**src/rtl/oai21_selftest_ctrl.sv**
```systemverilog
// BIST sequencer: sweeps all 8 oai21 input vectors, samples ZN, counts mismatches.
// Optional first-fail capture when GF180MCU_OAI21_SELFTEST_FAILCAP_EN is defined.
module oai21_selftest_ctrl #(
  parameter int unsigned SETTLE_CYCLES = 2,
  parameter int unsigned PASSES        = 1,
  parameter int unsigned ERR_W         = 8
) (
  input  logic             CLK,
  input  logic             RST,
  input  logic             START,
  input  logic             ABORT,
  input  logic             ZN_IN,
  output logic             DRV_A1,
  output logic             DRV_A2,
  output logic             DRV_B,
  output logic             BUSY,
  output logic             DONE,
  output logic             PASS,
  output logic [ERR_W-1:0] ERR_CNT,
  output logic [2:0]       VEC_IDX
`ifdef GF180MCU_OAI21_SELFTEST_FAILCAP_EN
  ,
  output logic             FAIL_VLD,
  output logic [2:0]       FAIL_VEC
`endif
);

  if (SETTLE_CYCLES < 1) begin : g_bad_settle
    $error("SETTLE_CYCLES must be >= 1");
  end
  if (PASSES < 1) begin : g_bad_passes
    $error("PASSES must be >= 1");
  end

  localparam int unsigned CW = (SETTLE_CYCLES > 1) ? $clog2(SETTLE_CYCLES) : 1;
  localparam int unsigned PW = (PASSES > 1) ? $clog2(PASSES) : 1;
  localparam logic [CW-1:0] SET_LD = CW'(SETTLE_CYCLES - 1);
  localparam logic [PW-1:0] PC_LAST = PW'(PASSES - 1);
  localparam logic [ERR_W-1:0] ERR_MAX = '1;
  // ZN expected for vector index {B,A2,A1} = 0..7
  localparam logic [7:0] GOLD = 8'b0001_1111;

  typedef enum logic [1:0] {
    IDLE,
    SETTLE,
    SAMPLE,
    FINISH
  } state_t;

  state_t state, state_n;
  logic [CW-1:0] cnt, cnt_n;
  logic [PW-1:0] pc, pc_n;
  logic [2:0] vec, vec_n;
  logic busy, busy_n;
  logic done, done_n;
  logic pass, pass_n;
  logic [ERR_W-1:0] err, err_n, err_upd;
  logic mis;
  logic fvld, fvld_n;
  logic [2:0] fvec, fvec_n;

  assign mis = (ZN_IN != GOLD[vec]);
  assign err_upd = (mis && err != ERR_MAX) ? err + 1'b1 : err;

  always_comb begin
    state_n = state;
    cnt_n   = cnt;
    pc_n    = pc;
    vec_n   = vec;
    busy_n  = busy;
    done_n  = 1'b0;
    pass_n  = pass;
    err_n   = err;
    fvld_n  = fvld;
    fvec_n  = fvec;
    unique case (state)
      IDLE: begin
        if (START && !ABORT) begin
          err_n   = '0;
          pass_n  = 1'b0;
          busy_n  = 1'b1;
          vec_n   = 3'd0;
          cnt_n   = SET_LD;
          pc_n    = '0;
          fvld_n  = 1'b0;
          fvec_n  = 3'd0;
          state_n = SETTLE;
        end
      end
      SETTLE: begin
        if (ABORT) begin
          state_n = IDLE;
          busy_n  = 1'b0;
          vec_n   = 3'd0;
          pass_n  = 1'b0;
        end else if (cnt == '0) begin
          state_n = SAMPLE;
        end else begin
          cnt_n = cnt - 1'b1;
        end
      end
      SAMPLE: begin
        if (ABORT) begin
          state_n = IDLE;
          busy_n  = 1'b0;
          vec_n   = 3'd0;
          pass_n  = 1'b0;
        end else begin
          err_n = err_upd;
          if (mis && !fvld) begin
            fvld_n = 1'b1;
            fvec_n = vec;
          end
          if (vec != 3'd7) begin
            vec_n   = vec + 3'd1;
            cnt_n   = SET_LD;
            state_n = SETTLE;
          end else if (pc != PC_LAST) begin
            vec_n   = 3'd0;
            pc_n    = pc + 1'b1;
            cnt_n   = SET_LD;
            state_n = SETTLE;
          end else begin
            state_n = FINISH;
            done_n  = 1'b1;
            busy_n  = 1'b0;
            vec_n   = 3'd0;
            pass_n  = (err_upd == '0);
          end
        end
      end
      FINISH: begin
        state_n = IDLE;
      end
    endcase
  end

  always_ff @(posedge CLK) begin
    if (RST) begin
      state <= IDLE;
      cnt   <= '0;
      pc    <= '0;
      vec   <= 3'd0;
      busy  <= 1'b0;
      done  <= 1'b0;
      pass  <= 1'b0;
      err   <= '0;
      fvld  <= 1'b0;
      fvec  <= 3'd0;
    end else begin
      state <= state_n;
      cnt   <= cnt_n;
      pc    <= pc_n;
      vec   <= vec_n;
      busy  <= busy_n;
      done  <= done_n;
      pass  <= pass_n;
      err   <= err_n;
      fvld  <= fvld_n;
      fvec  <= fvec_n;
    end
  end

  assign DRV_A1  = vec[0];
  assign DRV_A2  = vec[1];
  assign DRV_B   = vec[2];
  assign BUSY    = busy;
  assign DONE    = done;
  assign PASS    = pass;
  assign ERR_CNT = err;
  assign VEC_IDX = vec;

`ifdef GF180MCU_OAI21_SELFTEST_FAILCAP_EN
  assign FAIL_VLD = fvld;
  assign FAIL_VEC = fvec;
`else
  logic unused_fcap;
  assign unused_fcap = ^{fvld, fvec};
`endif

endmodule

```
**config.mk**
```make
export PLATFORM = sky130hd
export DESIGN_NAME = oai21_selftest_ctrl
export DESIGN_NICKNAME = d
export VERILOG_FILES = /design/src/rtl/oai21_selftest_ctrl.sv
export SDC_FILE = /design/constraint.sdc
export NUM_CORES = 1
export LEC_CHECK = 0
export CORE_AREA = 5 5 51 53
export CTS_CLUSTER_DIAMETER = 50
export CTS_CLUSTER_SIZE = 28
export DETAILED_ROUTE_END_ITERATION = 7
export DIE_AREA = 0 0 56 58
export DONT_BUFFER_PORTS = 1
export PLACE_DENSITY_LB_ADDON = 0.08
export SYNTH_ARGS = -nofsm -noshare
export SYNTH_HDL_FRONTEND = slang
export SYNTH_SLANG_ARGS = --single-unit
```
**constraint.sdc**
```tcl
create_clock -name CLK -period 4.4 [get_ports CLK]
set_input_delay 0.44 -clock CLK [delete_from_list [all_inputs] [get_ports CLK]]
set_output_delay 0.44 -clock CLK [all_outputs]
set_load 0.01 [all_outputs]
```
==> impl_metrics.toml <==
[timing]
slew-limit-headroom = 0.507
tightestPinTransition_ns = 0.734
post-route-worst-setup-slack_ns = 2.37
max_clock_freq_ghz = 0.493
hold_violations = 0
setup_viol = 0
timing.final.crit_share = 0.461
finalSetupTns_ns = 0
rsz_0062_raised_after_global_routing = "no"
final-max-slew-violation-count = 0
final_period_minus_worst_setup_slack_ns = 2.03
worst_clock_skew_ns = 0.00512
hold_slack_ns = 0.185

[worst_setup_path]
worstPathRequired_ns = 4.62
path_class = "reg -> reg"
worstPathMaxFanout = 7
worst_setup_path_end_kind = "flop"
critPathArrivalTime_ns = 2.25
critPathLaunchType = "flop"

[clock_tree]
clkSinkCount = 18
ctsResizeCount = 0
postCtsSetupBuffers = 0
cts_root_buffer = "sky130_fd_sc_hd__clkbuf_4"
cts_made_buffers = 3
cts_tree = "done"
htree_num_levels = 1
cts_buffer_depth = 2
post_cts_hold_buffer_count = 0
clk_pin_slew_worst_paths_ns = 0.11
clk-insertion-delay-late_ns = 0.30

[global_route]
track_usage = 0.173
first_global_vias = 977
initial_antenna_violation_count = 0
grt_max_degree = 18
grt_pass1_wl_mm = 4.51
global_route.overflow_total = 0

[cells_and_area]
filler_cell_count = 198
nets = 147
core_utilization_of_the_finished_layout = 0.557
antennaDiodeCount = 0
final_common_cell = "sky130_fd_sc_hd__dfxtp_1"
drive_gt1_frac = 0.0902
area_growth_syn_to_layout_pct = 0.214
mostFrequentLayoutCells = "sky130_fd_sc_hd__dfxtp_1, sky130_fd_sc_hd__nor2_1, sky130_fd_sc_hd__a21oi_1"

[pwr]
highest_ir_drop_seen_on_vdd_v = 0.000169
power_mw = 0.322
p_leak_nw = 0.407
power-per-cell-area_nw_per_um2 = 275

[detailed_routing]
drt_first_pass_iters = 4
wl_per_cell_um = 16.5
drt.antenna.violating_nets = 0
detail_route.iter0.violations = 21
routed_via_density = 6.15
finalWirelength_mm = 2.65
detail_route.drc_violations = 0
vias = 990

[yosys]
ys_seq_area_frac = 0.308
ys_async_sr_fraction = 0
synth.area.mux_share = 0.0257
yosys_register_bits = 18
simple_gate_fraction_of_synth_area = 0.244
synthesized_area_per_cell_um2 = 8.36
count_of_cell_types_in_the_netlist = 42
synthXorXnorAreaFrac = 0.0150
largest_family_of_logic_cells_by_synthesized_area = "compound AO/OA/AOI/OAI gates"
compound_cell_area_share_of_the_yosys_netlist = 0.247
mappedNetlistArea_um2 = 1170
yosysWarnings = 0
synth_fa_ha_area_frac = 0.0856
synthFlopType = "sky130_fd_sc_hd__dfxtp_1"
synth_edf_count = 0
postSynthNetCount = 153
syn-instance-count = 140

[run_status]
outcome = "complete, no violations"

[hold_path]
hold_path.class = "in -> reg"

[job]
max_cap_violations = 0

[placed_design]
place.detailed.hpwl_mm = 1.94
gp_routability_congestion = 0.818
place_ws_ns = 2.44
buffer_ports.inserted = 0

[die]
dieHeight_um = 58
core_area_um2 = 2110
rows = 17
floorplan.initialDensity = 0.556
fp.dieArea_um2 = 3250
floorplan.die.width_um = 56
io_pins = 22
## cells by family after synthesis
family                     count (synthesis)
and+or+nand+nor                           54
AOI/OAI and AO/OA                         39
DFF                                       18
buffers and inverters                     16
adders and majority gates                  8
muxes                                      3
xor gates and xnor gates                   2
## layout make-up
cell class | instances | area, um2 | area share
multi-input combinational | 106 | 722 | 0.616
sequential | 18 | 360 | 0.307
clock buffer | 4 | 36.3 | 0.0309
tap | 28 | 35.0 | 0.0299
inverter | 5 | 18.8 | 0.0160
## synth_stat cells, types with 2 or more instances
| master | number | area [um2] |
|---|---|---|
| sky130_fd_sc_hd__dfxtp_1 | 18 | 360 |
| sky130_fd_sc_hd__nor2_1 | 16 | 60.1 |
| sky130_fd_sc_hd__a21oi_1 | 10 | 50.1 |
| sky130_fd_sc_hd__ha_1 | 8 | 100 |
| sky130_fd_sc_hd__nor3_1 | 8 | 40.0 |
| sky130_fd_sc_hd__o21ai_0 | 7 | 35.0 |
| sky130_fd_sc_hd__nand2b_1 | 6 | 37.5 |
| sky130_fd_sc_hd__clkbuf_1 | 5 | 18.8 |
| sky130_fd_sc_hd__inv_1 | 5 | 18.8 |
| sky130_fd_sc_hd__nand3_1 | 4 | 20.0 |
| sky130_fd_sc_hd__nand4_1 | 4 | 25.0 |
| sky130_fd_sc_hd__nor2b_1 | 4 | 25.0 |
| sky130_fd_sc_hd__a22oi_1 | 3 | 22.5 |
| sky130_fd_sc_hd__a31oi_1 | 3 | 18.8 |
| sky130_fd_sc_hd__buf_4 | 3 | 22.5 |
| sky130_fd_sc_hd__mux2i_1 | 3 | 30.0 |
| sky130_fd_sc_hd__nand2_1 | 3 | 11.3 |
| sky130_fd_sc_hd__a211oi_1 | 2 | 15.0 |
| sky130_fd_sc_hd__a211oi_2 | 2 | 25.0 |
| sky130_fd_sc_hd__a311oi_1 | 2 | 17.5 |
| sky130_fd_sc_hd__buf_6 | 2 | 22.5 |
| sky130_fd_sc_hd__xnor2_1 | 2 | 17.5 |
## power by group
group / internal [mW] / total (mW) / leakage [nW] / switching, mW
clock: 0.0505 / 0.107 / 0.0210 / 0.0560
sequential: 0.167 / 0.172 / 0.146 / 0.00430
combinational: 0.0180 / 0.0437 / 0.240 / 0.0256
## sequential cells by signal (all words and copies together), names as in the netlist, named ones only
signal   flops
ERR_CNT      8
VEC_IDX      3
state        2
BUSY         1
DONE         1
PASS         1
cnt          1
## path summary, 6_finish.rpt
kind,start,end,slack [ns],cells after the start
worst min-delay path,RST,ERR_CNT[4],0.18,1
worst max-delay path,ERR_CNT[0],PASS,2.37,6
worst max register to register,ERR_CNT[0],PASS,2.37,6
worst min register to register,cnt,cnt,0.48,2
## per-layer routing
layer / GRT usage / share of wire / vias to the layer above
met1: 0.241 / 0.49 / 460
li1: - / - / 495
met2: 0.257 / 0.43 / 30
met4: 0.0644 / 0.016 / 0
met5: 0 / 0 / -
met3: 0.0423 / 0.068 / 5
## critical path, cell delays in order (launching register included)
cell and delay, ns:
sky130_fd_sc_hd__dfxtp_1 0.50, sky130_fd_sc_hd__ha_1 0.38, sky130_fd_sc_hd__inv_1 0.13, sky130_fd_sc_hd__nor3_1 0.32
sky130_fd_sc_hd__mux2i_1 0.23, sky130_fd_sc_hd__nand4_1 0.11, sky130_fd_sc_hd__o31ai_1 0.28
## through the flow
step | instances | instance area [um2]
final | 161 | 1170
after global routing | 161 | 1170
after CTS | 161 | 1170
after detailed placement | 157 | 1140
after global placement | 157 | 1140
after floorplan | 140 | 1170
(Power assumes the default switching activity.)
